## config.mk

```make
export PLATFORM = sky130hd
export DESIGN_NAME = lc_switch_sequencer
export DESIGN_NICKNAME = d
export VERILOG_FILES = /design/src/rtl/lc_switch_pkg.sv /design/src/rtl/lc_access_list.sv /design/src/rtl/lc_switch_sequencer.sv
export SDC_FILE = /design/constraint.sdc
export NUM_CORES = 1
export LEC_CHECK = 0
export CELL_PAD_IN_SITES_DETAIL_PLACEMENT = 1
export CELL_PAD_IN_SITES_GLOBAL_PLACEMENT = 1
export CORE_MARGIN = 1.5
export CORE_UTILIZATION = 37
export CTS_CLUSTER_DIAMETER = 30
export CTS_CLUSTER_SIZE = 10
export DETAILED_ROUTE_END_ITERATION = 7
export PLACE_DENSITY_LB_ADDON = 0.3
export SLEW_MARGIN = 20
export SYNTH_ARGS = -nofsm -noshare
export SYNTH_HDL_FRONTEND = slang
export SYNTH_SLANG_ARGS = --single-unit
```

## constraint.sdc

```tcl
create_clock -name mclk28 -period 2.6 [get_ports mclk28]
set_clock_uncertainty 0.1 [all_clocks]
set_input_delay 0.39 -clock mclk28 [delete_from_list [all_inputs] [get_ports mclk28]]
set_output_delay 0.39 -clock mclk28 [all_outputs]
set_load 0.02 [all_outputs]
```

## src/rtl/lc_switch_pkg.sv

```systemverilog
// Shared constants, types and helpers for the Language Card / Saturn soft-switch sequencer.
package lc_switch_pkg;

  localparam logic [11:0] LC_PAGE         = 12'hC08;
  localparam logic [11:0] SAT_PAGE        = 12'hC09;
  localparam int unsigned SAT_BANKSEL_BIT = 2;
  localparam int unsigned MAX_ACC         = 5;

  typedef enum logic [2:0] {
    ST_IDLE,
    ST_WAIT_GNT,
    ST_SETUP,
    ST_TOGGLE,
    ST_HOLD,
    ST_FIN
  } state_t;

  typedef struct packed {
    logic [15:0] addr;
  } acc_entry_t;

  typedef struct packed {
    logic       lc_bank1;
    logic       lc_rd;
    logic       lc_wr;
    logic       sat_en;
    logic       sat_bank_b;
    logic       sat_rd;
    logic       sat_wr;
    logic [2:0] sat_bank16k;
  } targets_t;

  // Low nibble for a read/write-enable switch; wr needs a0=1 and a double access to arm.
  function automatic logic [3:0] state_nibble(input logic bank, input logic rd, input logic wr);
    return {bank, 1'b0, (wr ? rd : ~rd), wr};
  endfunction

endpackage

```

## src/rtl/lc_access_list.sv

```systemverilog
// Combinational access list: maps latched targets and an index to a soft-switch address.
module lc_access_list
  import lc_switch_pkg::*;
(
  input  targets_t   tgt,
  input  logic [2:0] index,
  output acc_entry_t entry,
  output logic [2:0] count
);

  logic [2:0] lc_n;
  logic [2:0] sat_n;
  logic [3:0] banksel;

  always_comb begin
    lc_n    = tgt.lc_wr ? 3'd2 : 3'd1;
    sat_n   = tgt.sat_en ? (tgt.sat_wr ? 3'd3 : 3'd2) : 3'd0;
    count   = lc_n + sat_n;

    banksel                  = '0;
    banksel[SAT_BANKSEL_BIT] = 1'b1;
    banksel[3]               = tgt.sat_bank16k[2];
    banksel[1:0]             = tgt.sat_bank16k[1:0];

    // Order: LC state (1-2 entries), Saturn bank select, Saturn state (1-2 entries).
    if (index < lc_n)
      entry.addr = {LC_PAGE, state_nibble(tgt.lc_bank1, tgt.lc_rd, tgt.lc_wr)};
    else if (index == lc_n)
      entry.addr = {SAT_PAGE, banksel};
    else
      entry.addr = {SAT_PAGE, state_nibble(tgt.sat_bank_b, tgt.sat_rd, tgt.sat_wr)};
  end

endmodule

```

## src/rtl/lc_switch_sequencer.sv

```systemverilog
// Bus initiator that replays soft-switch reads to restore LC/Saturn card state.
module lc_switch_sequencer
  import lc_switch_pkg::*;
#(
  parameter int unsigned HOLD_CYC = 2
) (
  input  logic        mclk28,
  input  logic        reset_in,
  input  logic        start,
  input  logic        tgt_lc_bank1,
  input  logic        tgt_lc_rd,
  input  logic        tgt_lc_wr,
  input  logic        tgt_sat_en,
  input  logic        tgt_sat_bankB,
  input  logic        tgt_sat_rd,
  input  logic        tgt_sat_wr,
  input  logic [2:0]  tgt_sat_bank16k,
  input  logic        bus_gnt,
  output logic        bus_req,
  output logic [15:0] addr,
  output logic        we,
  output logic        strobe,
  output logic        busy,
  output logic        done
);

  localparam int unsigned HCW = $clog2(HOLD_CYC) + 1;

  state_t         state;
  targets_t       tgt_q;
  logic [2:0]     idx;
  logic [HCW-1:0] hold_cnt;
  logic           gnt_lost;
  acc_entry_t     entry;
  logic [2:0]     count;

  lc_access_list u_list (
    .tgt   (tgt_q),
    .index (idx),
    .entry (entry),
    .count (count)
  );

  always_ff @(posedge mclk28) begin
    if (reset_in) begin
      state    <= ST_IDLE;
      tgt_q    <= '0;
      idx      <= '0;
      hold_cnt <= '0;
      gnt_lost <= 1'b0;
      bus_req  <= 1'b0;
      addr     <= '0;
      we       <= 1'b0;
      strobe   <= 1'b0;
      busy     <= 1'b0;
      done     <= 1'b0;
    end else begin
      done <= 1'b0;
      we   <= 1'b0;
      case (state)
        ST_IDLE: begin
          if (start) begin
            tgt_q <= '{lc_bank1:    tgt_lc_bank1,
                       lc_rd:       tgt_lc_rd,
                       lc_wr:       tgt_lc_wr,
                       sat_en:      tgt_sat_en,
                       sat_bank_b:  tgt_sat_bankB,
                       sat_rd:      tgt_sat_rd,
                       sat_wr:      tgt_sat_wr,
                       sat_bank16k: tgt_sat_bank16k};
            idx     <= '0;
            busy    <= 1'b1;
            bus_req <= 1'b1;
            state   <= ST_WAIT_GNT;
          end
        end
        ST_WAIT_GNT: begin
          if (bus_gnt) state <= ST_SETUP;
        end
        ST_SETUP: begin
          if (!bus_gnt) begin
            state <= ST_WAIT_GNT;
          end else begin
            addr  <= entry.addr;
            state <= ST_TOGGLE;
          end
        end
        ST_TOGGLE: begin
          strobe   <= ~strobe;
          hold_cnt <= '0;
          gnt_lost <= ~bus_gnt;
          state    <= ST_HOLD;
        end
        ST_HOLD: begin
          // A lost grant only defers the next entry; the issued access always completes its hold.
          if (hold_cnt == HCW'(HOLD_CYC - 1)) begin
            gnt_lost <= 1'b0;
            if (idx == count - 3'd1) begin
              state <= ST_FIN;
            end else begin
              idx   <= idx + 3'd1;
              state <= (gnt_lost || !bus_gnt) ? ST_WAIT_GNT : ST_SETUP;
            end
          end else begin
            hold_cnt <= hold_cnt + HCW'(1);
            if (!bus_gnt) gnt_lost <= 1'b1;
          end
        end
        ST_FIN: begin
          done    <= 1'b1;
          bus_req <= 1'b0;
          busy    <= 1'b0;
          addr    <= '0;
          state   <= ST_IDLE;
        end
        default: state <= ST_IDLE;
      endcase
    end
  end

endmodule

```

Word-level counts from Yosys, hierarchy flattened
Index checks and enable logic that the tools add are counted.
{"block": "op_classes", "add_sub_neg": 4, "order_cmp": 1, "eq_ne": 15, "muxes": 28, "bitwise": 4, "reduce_logical": 14}
{"operator": "2-to-1 mux 16 bit", "n": 2}
{"operator": "case mux 16 bit (2 select lines)", "n": 1}
{"operator": "2-to-1 mux 3 bit", "n": 8}
{"operator": "case mux 3 bit (5 select lines)", "n": 1}
{"operator": "inequality test 2 bit, second input constant", "n": 6}
{"operator": "AND reduction 2 bit", "n": 5}
{"operator": "2-to-1 mux 2 bit", "n": 4}
{"operator": "nonzero test 2 bit", "n": 4}
{"operator": "2-to-1 mux 1 bit", "n": 7}
{"operator": "equality test 3 x 2 -> 1 bit, second input constant", "n": 2}
{"operator": "equality test 3 bit", "n": 2}
{"operator": "equality test 3 bit, second input constant", "n": 2}
{"operator": "case mux 3 bit (2 select lines)", "n": 1}
{"operator": "2-to-1 mux 4 bit", "n": 1}
{"operator": "inverter 1 bit", "n": 4}
{"operator": "case mux 1 bit (2 select lines)", "n": 2}
{"operator": "case mux 2 bit (2 select lines)", "n": 1}
{"operator": "AND reduction 4 bit", "n": 1}
{"operator": "adder 3 x 1 -> 3 bit, second input constant", "n": 1}
{"operator": "adder 3 bit", "n": 1}
{"operator": "equality test 3 x 1 -> 1 bit, second input constant", "n": 1}
{"operator": "zero test 3 bit", "n": 1}
{"operator": "less-than comparator 3 bit", "n": 1}
{"operator": "inequality test 3 bit, second input constant", "n": 1}
{"operator": "6 further kinds", "n": 6}
{"block": "word_totals", "register_bits": 38, "inputBits": 14, "output_inout_bits": 21, "wordCells": 82}

Longest topological paths before layout
Gate-level depths: netlist of the first run.
{"block": "logic_depth", "ltp_word": 8, "mapped_depth": 8, "mapped_depth_nobuf": 8}

Hierarchy
Synthesis of the first run repeated with hierarchy kept, for this count alone.
{"block": "hier_totals", "hier_cells": 219, "area_unflattened_um2": 1918.1}
{"mod": "lc_switch_sequencer", "n_inst": 1, "cells_each": 182, "area_each_um2": 1606.5, "seq_area_each_um2": 760.7}
{"mod": "lc_access_list", "n_inst": 1, "cells_each": 37, "area_each_um2": 311.5, "seq_area_each_um2": 0.0}

Worst setup path after synthesis of the first run
Ideal clock, no wire load.
{"block": "synth_timing", "path_type": "reg2reg", "start": "register tgt_q[7] (netlist bit)", "end": "register state[1]", "setup_time_ns": 0.132, "t_arrival_ns": 1.675, "t_required_ns": 2.368, "path_slack_ns": 0.693, "path_stages_with_launch": 9, "path_buffers": 0, "period_less_slack_ns": 1.907, "path_cell_list": "dfxtp_1 > inv_1 > ha_1 > inv_1 > ha_1 > xnor2_1 > nand3_2 > a31oi_1 > nor3_1"}
{"block": "synth_between", "elab_chain_len": 7}
{"element": "start, declared", "line_no": "lc_switch_sequencer.sv:30", "rtl": "targets_t tgt_q;"}
{"element": "start signal, assigned", "line_no": "lc_switch_sequencer.sv:63", "rtl": "tgt_q <= '{lc_bank1: tgt_lc_bank1,"}
{"element": "2-to-1 mux 2 bit", "line_no": "lc_access_list.sv:16", "rtl": "lc_n = tgt.lc_wr ? 3'd2 : 3'd1;"}
{"element": "adder 3 bit", "line_no": "lc_access_list.sv:18", "rtl": "count = lc_n + sat_n;"}
{"element": "subtractor 3 x 1 -> 3 bit", "line_no": "lc_switch_sequencer.sv:98", "rtl": "if (idx == count - 3'd1) begin"}
{"element": "equality test 3 bit", "line_no": "lc_switch_sequencer.sv:98"}
{"element": "2-to-1 mux 3 bit", "line_no": "lc_switch_sequencer.sv:98"}
{"element": "2-to-1 mux 3 bit", "line_no": "lc_switch_sequencer.sv:96", "rtl": "if (hold_cnt == HCW'(HOLD_CYC - 1)) begin"}
{"element": "case mux 3 bit (5 select lines)", "line_no": "lc_switch_sequencer.sv:60", "rtl": "case (state)"}
{"element": "end signal, assigned", "line_no": "lc_switch_sequencer.sv:102", "rtl": "state <= (gnt_lost || !bus_gnt) ? ST_WAIT_GNT : ST_SETUP;"}
{"element": "end, declared", "line_no": "lc_switch_sequencer.sv:29", "rtl": "state_t state;"}
No other way between the ends. The select of a mux whose other input is x is not followed.
A chain may end at the register's enable or synchronous reset.

Worst setup path in the final report of the first run
Same ends and word-level chain as after synthesis.

==> qor.yml, run 1 <==
status:
  outcome: "complete, no violations"
placement:
  portBuffers: 25
  dp.cells: 261
  post-dp-hpwl_mm: 3.08
  gp_congestion: 0.797
  pre_cts_ws_ps: 412
  placed_cell_area_mm2: 0.00185
drt:
  drtIter0Drc: 36
  wl_met1_mm: 1.91
  drc: 0
  dr_wl_met3_um: 60
  vias: 1391
  vias_per_cell: 5.25
  wl_met2_mm: 2.07
  ant_nets: 0
  topRoutingLayerUsed: "met4"
  drt-wirelength-per-cell_um: 15.4
  first_pass_iters: 4
  wirelength_mm: 4.08
clocking:
  clock_path_buffers: 2
  post_cts_buffers: 0
  ctsHoldBuffers: 0
  clk_pin_slew_ps: 100
  htreeDepth: 1
  root_buffer: "clkbuf_8"
  ctsResizeCount: 0
  clock_sinks: 28
  cts_buffers: 3
  clock_latency_ps: 270
  cts_tree: "built"
setup_path:
  r2r_setup_slack_ps: 410
  cp-start-kind: "flop"
  path_class: "reg -> reg"
  critPathArrivalTime_ps: 2260
  slowest_delay_ps: 440
  worst-path-buf-inv: 2
  slowest_stage: "dfxtp_1"
  worstPathCellList: "inv_1 -> ha_1 -> inv_1 -> ha_1 -> xnor2_1 -> nand3_2 -> a31oi_1 -> nor3_1"
  critical-path-top-delay-family: "adder cells"
  end_kind: "flop"
  path_max_fanout: 7
  required_ps: 2670
synthesis:
  synth_cell_types: 46
  yosysTopAreaCellShare_pct: 34.5
  yosysTopAreaCell: "dfxtp_1"
  synth_fa_ha_area_share_pct: 5.39
  ys_ff_latch: 28
  yosysSeqAreaShare_pct: 34.5
  synthCells: 198
  synth-edff-count: 0
  synth_top_family_by_area: "simple AND/OR/NAND/NOR gates"
  yosysWarnings: 0
  synth_area_mm2: 0.00162
  ys.flop_type: "dfxtp_1"
  avgSynthCellArea_um2: 8.20
  synth-simple-area-share_pct: 23.1
  async_reset_ff_share_pct: 0
  synth_area_leaders: "dfxtp_1 35%, a21oi_1 6.5%, nand2_1 6.2%, buf_4 6.0%, ha_1 5.4%"
  synthMuxAreaShare_pct: 3.31
  synth_compound_area_share_pct: 17.9
  yosys.area_share.xor_xnor_pct: 4.62
floorplanning:
  core.rowCount: 23
  ios: 35
  start_util_pct: 39.5
  fp.dieH_um: 69.3
  fp.dieW_um: 69.3
  dieArea_mm2: 0.00480
  coreArea_mm2: 0.00412
sta:
  min_period_ps: 2190
  timing.final.ws_setup_ps: 408
  hold_ws_ps: 365
  slew_violations: 0
  relSlewSlack_pct: 63.1
  grt_setup_unrepaired: "false"
  fmax_mhz: 456
  hold_viol: 0
  fin_setup_tns_ps: 0
  period_share_pct: 84.3
  setup-violations-final: 0
  worstMarginPinSlew_ps: 550
global_routing:
  grt_pass1_vias: 1428
  grt_pass1_wl_mm: 6.96
  antenna_found_initial: 0
  grt_max_degree: 17
  grt_remaining_overflow: 0
  grt_usage_pct: 17.8
layout:
  nFillCells: 506
  drive_gt1_share_pct: 7.91
  diodes: 0
  post-route-cell-area_mm2: 0.00192
  fin_util_pct: 46.6
  final_cells: 265
  syn_to_final_growth_pct: 18.0
  final_nets: 237
pwr:
  p_per_area_mw_per_mm2: 558
  ir_worst_vdd_mv: 0.203
  p_leak_nw: 0.715
  finalPower_mw: 1.07
hold_path:
  min_path_type: "reg -> reg"
run:
  cap_violations: 0
path summary, 6_finish.rpt:
path | from | to | cells after the start
max | tgt_q[7] | state[1] | 8
min reg2reg | tgt_q[2] | tgt_q[2] | 2
max reg2reg | tgt_q[7] | state[1] | 8
min | tgt_q[2] | tgt_q[2] | 2
kinds of logic (layout without fill, tap and decap cells):
| group | Yosys count | count (layout) |
|---|---|---|
| and+or+nand+nor | 73 | 73 |
| AOI/OAI and AO/OA | 45 | 45 |
| buffers and inverters | 32 | 41 |
| DFF | 28 | 28 |
| adders and majority gates | 7 | 7 |
| xor gates and xnor gates | 7 | 7 |
| muxes | 5 | 5 |
| other | 1 | 9 |
layout make-up:
cell class | count | area, um^2 | area share [%]
Clock buffer | 3 | 41.3 | 2.15
Timing Repair Buffer | 28 | 273 | 14.2
Tap cell | 50 | 62.6 | 3.26
Sequential cell | 28 | 561 | 29.2
Multi-Input combinational cell | 146 | 916 | 47.8
Clock inverter | 1 | 30.0 | 1.57
Inverter | 9 | 33.8 | 1.76
cells in the final DEF (no fill, tap or decap), types with 4 or more instances in the layout:
cell type        netlist  layout
dfxtp_1               28      28
nand2_1               27      27
clkdlybuf4s50_1        0      25
a21oi_1               21      21
nor2_1                16      16
inv_1                  9       9
conb_1                 1       9
ha_1                   7       7
nand3b_1               5       5
or2_1                  4       4
a2bb2oi_1              4       4
a31oi_1                4       4
synth_stat cells, types with 3 or more instances:
library cell,count
dfxtp_1,28
nand2_1,27
a21oi_1,21
nor2_1,16
buf_4,13
inv_1,9
buf_2,7
ha_1,7
nand3b_1,5
a2bb2oi_1,4
a31oi_1,4
or2_1,4
mux2_2,3
nand2b_1,3
xnor2_1,3
xor2_1,3
sequential cells by signal, summed over array words and instances (netlist names):
register	cells
tgt_q	10
addr	6
idx	3
state	3
hold_cnt	2
busy	1
done	1
gnt_lost	1
strobe	1
routing by layer:
| metal | track usage (%) | up-vias |
|---|---|---|
| li1 | - | 699 |
| met1 | 24.0 | 673 |
| met2 | 29.7 | 15 |
| met3 | 2.33 | 4 |
| met4 | 5.01 | 0 |
| met5 | 0 | - |
power breakdown:
group	internal [mW]	total, mW	switching (mW)
combinational	0.111	0.250	0.139
sequential	0.449	0.474	0.0247
clock	0.206	0.346	0.140
total	0.766	1.07	0.304
worst register-to-register path: stages, from the launching register on:
cell	delay, ps
dfxtp_1	440
inv_1	120
ha_1	280
inv_1	40
ha_1	290
xnor2_1	260
nand3_2	220
a31oi_1	250
nor3_1	80
No activity file was read; power rests on OpenSTA's default activity.
==> inputs of run 2 (changes only) <==
==> constraint.sdc (replaced) <==
create_clock -name mclk28 -period 2.06 [get_ports mclk28]
set_clock_uncertainty 0.1 [all_clocks]
set_input_delay 0.309 -clock mclk28 [delete_from_list [all_inputs] [get_ports mclk28]]
set_output_delay 0.309 -clock mclk28 [all_outputs]
set_load 0.02 [all_outputs]
==> run 2 against run 1 <==
Effect of this change:
- cell count did not move
- core utilization increased by 0.73 points
- setup slack got worse by 320 ps
- clock-buffer cell count unchanged
- critical path type unchanged
==> qor.yml, run 2 (synthesized netlist as in run 1, its figures left out) <==
drt:
  drc: 0
  vias: 1395
  first_pass_iters: 4
  vias_per_cell: 5.26
  drtIter0Drc: 22
  ant_nets: 0
  wirelength_mm: 4.18
  drt-wirelength-per-cell_um: 15.8
clocking:
  clk_pin_slew_ps: 100
  clock_sinks: 28
  clock_path_buffers: 2
  cts_tree: "built"
  root_buffer: "clkbuf_8"
  htreeDepth: 1
  post_cts_buffers: 0
  clock_latency_ps: 280
  cts_buffers: 3
placement:
  pre_cts_ws_ps: 15.4
  portBuffers: 25
  post-dp-hpwl_mm: 2.98
  gp_congestion: 0.781
floorplanning:
  fp.dieW_um: 69.3
  core.rowCount: 23
  ios: 35
  coreArea_mm2: 0.00412
  start_util_pct: 39.5
  fp.dieH_um: 69.3
  dieArea_mm2: 0.00480
sta:
  fmax_mhz: 508
  hold_viol: 0
  period_share_pct: 95.5
  min_period_ps: 1970
  worstMarginPinSlew_ps: 533
  hold_ws_ps: 364
  slew_violations: 0
  setup-violations-final: 0
  relSlewSlack_pct: 64.3
  timing.final.ws_setup_ps: 92.8
setup_path:
  worst-path-buf-inv: 2
  crit_top_cell: "inv_1"
  critical-path-top-delay-family: "adder cells"
  slowest_delay_ps: 340
  slowest_stage: "dfxtp_2"
  worstPathCellList: "inv_1 -> ha_1 -> inv_1 -> ha_4 -> xnor2_2 -> nand3_4 -> a2bb2oi_1 -> a21oi_1"
  path_max_fanout: 7
  critPathArrivalTime_ps: 2080
  end_kind: "flop"
  path_class: "reg -> reg"
  cp-start-kind: "flop"
  required_ps: 2180
global_routing:
  top_usage_layer: "met2"
  use_met3_pct: 3.49
  grt_pass1_vias: 1461
  grt_remaining_overflow: 0
  use_met1_pct: 21.0
  grt_max_degree: 31
  use_met2_pct: 30.0
  antenna_found_initial: 0
  grt_usage_pct: 17.2
  grt_pass1_wl_mm: 6.82
layout:
  syn_to_final_growth_pct: 19.9
  fin_util_pct: 47.3
  top_regs: "tgt_q (10), addr (6)"
  final_nets: 238
  nFillCells: 500
  mostFrequentLayoutCells: "27 x nand2_1, 26 x dfxtp_1, 25 x clkdlybuf4s50_1"
  diodes: 0
  layout_commonest_cell: "nand2_1"
  drive_gt1_share_pct: 10.7
  largest-register: "tgt_q"
  largest_reg_flops: 10
status:
  outcome: "complete, no violations"
pwr:
  p_per_area_mw_per_mm2: 647
  ir_worst_vdd_mv: 0.378
  finalPower_mw: 1.26
  p_leak_nw: 0.714
hold_path:
  min_path_type: "reg -> reg"
run:
  cap_violations: 0
run 2: cell count changes in the layout (fill, tap and decap cells not counted), sizes merged:
cell	before	now
buf	3	4
bufinv	1	0
run 2: repair_timing:
action,4_1_cts,5_1_grt
gates resized for setup,1,7
pin swaps,0,4
hold buffers,0,0
gates cloned,0,0
endpoints found under the setup margin,1,5
run 2: final timing paths:
check             startpoint        to  slack, ps  cells past startpoint
setup / recovery    tgt_q[7]    idx[1]         90                      8
hold / removal      tgt_q[0]  tgt_q[0]        360                      2
hold reg to reg     tgt_q[0]  tgt_q[0]        360                      2
setup reg to reg    tgt_q[7]    idx[1]         90                      8
run 2: stage by stage:
| stage | instance area (um^2) | std cells | setup TNS (ps) |
|---|---|---|---|
| 2_1_floorplan | 1650 | 206 | 0 |
| 3_3_place_gp | 1850 | 262 | 0 |
| 3_5_place_dp | 1850 | 262 | 0 |
| 4_1_cts | 1900 | 265 | 0 |
| 5_1_grt | 1950 | 265 | -7.56 |
| 6_report | 1950 | 265 | 0 |
run 2: power by group:
group          total, mW  switching (mW)  internal [mW]
Clock              0.311           0.179          0.132
Sequential         0.597          0.0291          0.568
Combinational      0.351           0.196          0.155
run 2: per-layer routing:
layer	up-vias	wire (um)
met5	-	0
li1	697	-
met3	4	90
met1	679	1890
met4	0	40
met2	15	2160
run 2: final cells by class:
class | instances | area (um^2) | share of cell area [%]
clock buffers | 3 | 41.3 | 2.12
inverters | 9 | 33.8 | 1.74
multi-input cells | 146 | 966 | 49.6
flip-flops and latches | 28 | 563 | 28.9
well taps | 50 | 62.6 | 3.21
repair buffers | 29 | 280 | 14.4
run 2: worst min-delay path, delay by kind of cell, from the launching register on:
kind / cells / cell delay (ps)
flip-flops: 1 / 320
AO/OA/AOI/OAI: 1 / 50
AND/OR/NAND/NOR: 1 / 50
